File: src/rtl/hazard_stall_controller.sv
// Pipeline hazard and memory-wait sequencer for the five-stage ARM datapath.
// Drives PC/IF-ID/ID-EX enables and keeps stall and memory-timeout bookkeeping.
//
// state | meaning
// RUN   | normal flow; hazards evaluated, stall emitted in the detecting cycle
// STALL | extra bubble cycles of a two-cycle hazard still pending (cnt left)
module hazard_stall_controller #(
  parameter int MEM_TIMEOUT = 64,
  parameter int CNT_W       = 16
) (
  input  logic             clk,
  input  logic             reset,
  input  logic [31:0]      ID_opcode,
  input  logic [31:0]      EX_opcode,
  input  logic             EX_RegWrite,
  input  logic             EX_MemRead,
  input  logic [4:0]       srcReg1,
  input  logic [4:0]       srcReg2,
  input  logic             mem_req,
  input  logic             mem_ready,
  output logic             PC_Write,
  output logic             IF_ID_Write,
  output logic             ID_EX_Bubble,
  output logic             pipe_hold,
  output logic [CNT_W-1:0] stall_cycles,
  output logic             mem_timeout
);

  localparam int WAIT_W = $clog2(MEM_TIMEOUT + 1);

  typedef enum logic {
    RUN   = 1'b0,
    STALL = 1'b1
  } state_t;

  state_t            state, state_next;
  logic [1:0]        cnt, cnt_next;
  logic [WAIT_W-1:0] wait_cnt, wait_cnt_next;
  logic              timeout_q;

  logic [4:0] rd_ex;
  logic       rd_valid;
  logic       id_is_bcond, id_is_cbz, ex_sets_flags;
  logic       haz_load_use, haz_cbz_reg, haz_cbz_load, haz_flags;
  logic       mem_wait, timeout_hit;
  logic       unused_ok;

  assign rd_ex         = EX_opcode[4:0];
  assign rd_valid      = (rd_ex != 5'd31);
  assign id_is_bcond   = (ID_opcode[31:24] == 8'b01010100);
  assign id_is_cbz     = (ID_opcode[31:24] == 8'b10110100);
  assign ex_sets_flags = (EX_opcode[31:21] == 11'b10101011000) ||
                         (EX_opcode[31:21] == 11'b11101011000);

  assign haz_load_use = EX_MemRead && rd_valid && ((rd_ex == srcReg1) || (rd_ex == srcReg2));
  assign haz_cbz_reg  = id_is_cbz && EX_RegWrite && !EX_MemRead && rd_valid &&
                        (rd_ex == ID_opcode[4:0]);
  assign haz_cbz_load = id_is_cbz && EX_MemRead && rd_valid && (rd_ex == ID_opcode[4:0]);
  assign haz_flags    = id_is_bcond && ex_sets_flags;

  assign mem_wait    = mem_req && !mem_ready;
  // The flag is visible already in the wait cycle that reaches the limit.
  assign timeout_hit = mem_wait && (wait_cnt >= WAIT_W'(MEM_TIMEOUT - 1));
  assign mem_timeout = timeout_q || timeout_hit;

  assign unused_ok = ^{ID_opcode[23:5], EX_opcode[20:5]};

  always_comb begin
    state_next   = state;
    cnt_next     = cnt;
    PC_Write     = 1'b1;
    IF_ID_Write  = 1'b1;
    ID_EX_Bubble = 1'b0;
    pipe_hold    = 1'b0;
    if (mem_wait) begin
      PC_Write    = 1'b0;
      IF_ID_Write = 1'b0;
      pipe_hold   = 1'b1;
    end else begin
      case (state)
        RUN: begin
          if (haz_cbz_load || haz_load_use || haz_cbz_reg || haz_flags) begin
            PC_Write     = 1'b0;
            IF_ID_Write  = 1'b0;
            ID_EX_Bubble = 1'b1;
          end
          if (haz_cbz_load) begin
            state_next = STALL;
            cnt_next   = 2'd1;
          end
        end
        STALL: begin
          PC_Write     = 1'b0;
          IF_ID_Write  = 1'b0;
          ID_EX_Bubble = 1'b1;
          if (cnt <= 2'd1) begin
            state_next = RUN;
            cnt_next   = 2'd0;
          end else begin
            cnt_next = cnt - 2'd1;
          end
        end
        default: begin
          state_next = RUN;
          cnt_next   = 2'd0;
        end
      endcase
    end
  end

  always_comb begin
    wait_cnt_next = '0;
    if (mem_wait) begin
      if (wait_cnt >= WAIT_W'(MEM_TIMEOUT)) wait_cnt_next = wait_cnt;
      else                                  wait_cnt_next = wait_cnt + 1'b1;
    end
  end

  always_ff @(posedge clk or posedge reset) begin
    if (reset) begin
      state        <= RUN;
      cnt          <= 2'd0;
      wait_cnt     <= '0;
      timeout_q    <= 1'b0;
      stall_cycles <= '0;
    end else begin
      state    <= state_next;
      cnt      <= cnt_next;
      wait_cnt <= wait_cnt_next;
      if (timeout_hit) timeout_q <= 1'b1;
      if (!PC_Write && (stall_cycles != {CNT_W{1'b1}}))
        stall_cycles <= stall_cycles + 1'b1;
    end
  end

endmodule

File: config.mk
export PLATFORM = sky130hd
export DESIGN_NAME = hazard_stall_controller
export DESIGN_NICKNAME = d
export VERILOG_FILES = /design/src/rtl/hazard_stall_controller.sv
export SDC_FILE = /design/constraint.sdc
export NUM_CORES = 1
export LEC_CHECK = 0
export ABC_AREA = 1
export BUFFER_PORTS_ARGS = -buffer_cell sky130_fd_sc_hd__buf_2
export CAP_MARGIN = 20
export CORE_AREA = 2 2 73 75
export DETAILED_ROUTE_END_ITERATION = 6
export DIE_AREA = 0 0 75 77
export PLACE_DENSITY = 0.74
export SLEW_MARGIN = 40
export SYNTH_ARGS = -nofsm -noshare
export SYNTH_HDL_FRONTEND = slang
export SYNTH_SLANG_ARGS = --single-unit
export TNS_END_PERCENT = 5
File: constraint.sdc
create_clock -name clk -period 1.77 [get_ports clk]
set_clock_uncertainty 0.15 [all_clocks]
set_input_delay 0.354 -clock clk [delete_from_list [all_inputs] [get_ports clk]]
set_output_delay 0.354 -clock clk [all_outputs]
set_load 0.02 [all_outputs]
After elaboration in Yosys (flattened, before gate mapping) --
Index checks and enable logic that the tools add are counted.
Word-level totals: register bits 27, output and inout port bits 21
Operators by class: $lt $le $gt $ge 3, bitwise gates (word level) 2, add/sub/neg operators 3, reduce and logical (&&, ||, !) cells 23, equal/unequal tests 11, multiplexer cells 15
Operators with widths (count):
- == test 11 bit (second input constant) | 2
- adder 16 x 1 -> 16 bit (second input constant) | 1
- inequality test 16 bit (second input constant) | 1
- == test 5 bit | 3
- two-way mux 7 bit | 2
- logical AND 1 bit | 13
- == test 8 x 7 -> 1 bit (second input constant) | 1
- == test 8 bit (second input constant) | 1
- adder 7 x 1 -> 7 bit (second input constant) | 1
- >= comparator 7 x 6 -> 1 bit (second input constant) | 1
- >= comparator 7 bit (second input constant) | 1
- two-way mux 1 bit | 7
- logical OR 1 bit | 6
- one-hot mux 1 bit (2 select lines) | 3
- inequality test 5 bit (second input constant) | 1
- two-way mux 2 bit | 2
- inequality test 2 bit (second input constant) | 2
- one-hot mux 2 bit (2 select lines) | 1
- zero test 1 bit | 3
- less-or-equal comparator 2 x 1 -> 1 bit (second input constant) | 1
- inverter 1 bit | 2
- AND reduction 2 bit | 1
- subtractor 2 x 1 -> 2 bit (second input constant) | 1

Logic depth before layout (Yosys ltp) --
depth in word-level cells 12, mapped depth 12

Worst setup path before layout --
No wires, ideal clock.
path kind input to output, start point in mem_req, end point out PC_Write, data arrival time 1.626 ns, stages on the path 7, required time 1.266 ns, path buffers 2, setup slack -0.360 ns, cells stage by stage inv_1 nor2_1 inv_1 nand4_4 buf_6 inv_2 buf_4
Between the ends: longest elaborated chain between the ends 2
RTL lines:
- start, declared | line 19 | input logic mem_req,
- logical AND 1 bit | line 61 | assign mem_wait = mem_req && !mem_ready;
- two-way mux 1 bit
- end, declared | line 21 | output logic PC_Write,
No other way between the ends.

Final worst setup path --
start point reg wait_cnt[0], end point out mem_timeout
Between the ends: longest elaborated chain between the ends 3
RTL lines:
- start, declared | line 38 | logic [WAIT_W-1:0] wait_cnt, wait_cnt_next;
- start signal, assigned | line 129 | wait_cnt <= wait_cnt_next;
- >= comparator 7 x 6 -> 1 bit | line 63 | assign timeout_hit = mem_wait && (wait_cnt >= WAIT_W'(MEM_TIMEOUT - 1));
- logical AND 1 bit | line 63
- logical OR 1 bit | line 64 | assign mem_timeout = timeout_q || timeout_hit;
- end, declared | line 26 | output logic mem_timeout
No other way between the ends.

==> metrics.yaml <==
run_status:
  status: "finished, violations left"
  violations: "negative setup slack"
route:
  dr.first_iter.drc_count: 63
  vias: 2115
  highest_layer: "met4"
  ant_nets: 0
  wl_per_cell_um: 10.2
  wl_met2_um: 2450
  dr.pass1.iters: 4
  met3_length_um: 179
  via_per_inst: 4.61
  route.detailed.drc: 0
  drt_wl_total_um: 4690
  met1_length_um: 2010
critical_path:
  cp.arrival_ns: 1.55
  reg2reg_slack_ns: 0.07
  r2r_cells: 10
  cp-start-kind: "flip-flop"
  r2r_end: "stall_cycles[15]"
  crit_fanout: 2
  worst-path-buf-inv: 1
  reg2reg_from: "stall_cycles[0]"
  cp.required_ns: 1.27
  crit_path_top_delay_cell: "dfrtp_1"
  cp-end-kind: "output port"
  crit_start: "wait_cnt[0]"
  slowest_delay_ns: 0.41
  cp_top_family: "simple AND/OR/NAND/NOR gates"
  crit_type: "reg2out"
  path_cells: "ha_2 > nand3_2 > a21oi_4 > or3_4 > buf_6"
floorplanning:
  die_w_um: 75
  core_um2: 4980
  fp-row-count: 26
  die_height_um: 77
  die-area_um2: 5780
  start_util: 0.393
  io_pins: 101
grt:
  antenna_found_initial: 0
  overflow: 0
  grt_pass1_vias: 1975
  grt_max_degree: 28
  grt_pass1_wl_um: 8020
  gr-usage-all-layers: 0.170
sta:
  worst_slack_ns: -0.285
  maxSlewViolCount: 0
  fmax_ghz: 0.487
  fin_crit_ns: 2.06
  post-route-period-util: 1.16
  worstMarginPinSlew_ns: 0.483
  max_slew_margin: 0.676
  hold_viol: 0
  setup_viol: 4
  rsz0062_at_grt: "yes"
layout:
  nets: 472
  syn_to_final_growth_pct: 41.4
  final_cells: 459
  fill_cells: 483
  utilization: 0.556
  final_cell_mix: "nand2_1, buf_2, inv_1"
  mostFrequentLayoutCell: "nand2_1"
  final_area_um2: 2770
  drive_gt1_frac: 0.360
  diodes: 0
logic_synthesis:
  synth-edff-count: 0
  yosys_most_used_dff: "dfrtp_1"
  async_reset_ff_frac: 1.00
  syn_area_um2: 1960
  avgSynthCellArea_um2: 6.63
  ys_seq_elements: 27
  ys.warnings.count: 0
  syn_inst: 295
  ys_types: 29
  syn-num-nets: 377
  yosysSeqAreaShare: 0.345
cts:
  clk_latency_ns: 0.27
  cts_sinks: 27
  cts_root_buffer: "clkbuf_8"
  htree_levels: 1
  cts_made_buffers: 3
  clock_path_buffers: 2
  path_clk_slew_ns: 0.10
  cts_tree: "yes"
place:
  placed_area_um2: 2550
  gp_congestion: 0.798
  port_buffers: 64
  hpwl_um: 3580
  dp.cells: 452
pwr:
  peakVddDrop_mv: 0.371
  power_mw: 1.83
  leakagePower_nw: 1.55
  p_per_area_nw_per_um2: 663
min_path:
  hold_path_end: "wait_cnt[5]"
  hold_path_class: "in2reg"
  hold_start: "mem_ready"
  whs_path_depth: 5
run:
  maxCapViolCount: 0
[Yosys cell counts (all sizes together), types with 2 or more instances]
master  count  area, um2
inv        51        191
nand4       3       33.8
nand3      30        155
xor2        8       70.1
ha          2       25.0
xnor2       5       43.8
o21ai       8       40.0
buf         5       46.3
nor2       28        118
nor3       13       81.3
dfrtp      27        676
a21oi       8       40.0
or3         2       12.5
nand2     100        390
a31oi       2       12.5
[tightest hold or removal path: stages]
cell and delay [ns]:
buf_2 0.10, nor2_4 0.04, buf_4 0.15, nand2_1 0.06, a31oi_1 0.03
[kinds of logic (layout without fill, tap and decap cells)]
family | after synthesis | after routing | share of synthesized area
and+or+nand+nor | 177 | 177 | 0.407
AOI/OAI and AO/OA | 20 | 20 | 0.0550
DFF | 27 | 27 | 0.345
xor gates and xnor gates | 13 | 13 | 0.0582
adders and majority gates | 2 | 2 | 0.0128
buffers and inverters | 56 | 150 | 0.121
[registers in the layout, indices dropped and copies added (netlist names)]
signal	count
wait_cnt	7
stall_cycles	16
state	1
timeout_q	1
cnt	2
[metal layers]
| metal | track usage | vias up |
|---|---|---|
| met5 | 0 | - |
| met4 | 0.0393 | 0 |
| met3 | 0.0237 | 6 |
| met2 | 0.298 | 44 |
| met1 | 0.217 | 964 |
| li1 | - | 1101 |
[through the flow]
stage	setup slack [ns]	hold WS, ns	TNS, ns
after CTS	-0.249	0.339	-0.643
after detailed placement	-0.163	0.289	-2.52
after global routing	-0.394	0.368	-1.35
after floorplan	-0.0186	0.257	-0.119
final	-0.285	0.344	-0.612
after global placement	-0.157	0.279	-2.47
[report_power, final]
part           internal [mW]  total, mW  leakage [nW]  switching [mW]
registers              0.689      0.751         0.364          0.0619
logic                  0.310      0.719          1.16           0.409
clock network          0.165      0.365        0.0261           0.200
total                   1.16       1.83          1.55           0.670
[cell type report]
cell class              instances  area [um2]  area share
well taps                      70        87.6      0.0316
repair buffers                 95         577       0.208
flip-flops and latches         27         678       0.245
clock inverters                 1        8.76     0.00316
multi-input cells             212        1180       0.426
clock buffers                   3        41.3      0.0149
inverters                      51         196      0.0710
[worst max path at each step]
| stage | end | slack [ns] | depth (start not counted) |
|---|---|---|---|
| after global placement | stall_cycles[11] | -0.16 | 13 |
| final | mem_timeout | -0.29 | 5 |
| after floorplan | PC_Write | -0.02 | 11 |
| after detailed placement | ID_EX_Bubble | -0.16 | 10 |
| after CTS | mem_timeout | -0.25 | 5 |
| after global routing | mem_timeout | -0.39 | 6 |
[repair_timing]
item                                    CTS  global route
endpoints found under the hold margin    27             0
endpoints found under the setup margin    6            20
cloned                                    0             0
pin swaps                                 3             9
setup buffers                             1             1
resized for setup                        15            19
hold buffers                              1             0
Power figures use the tool's default switching activity.
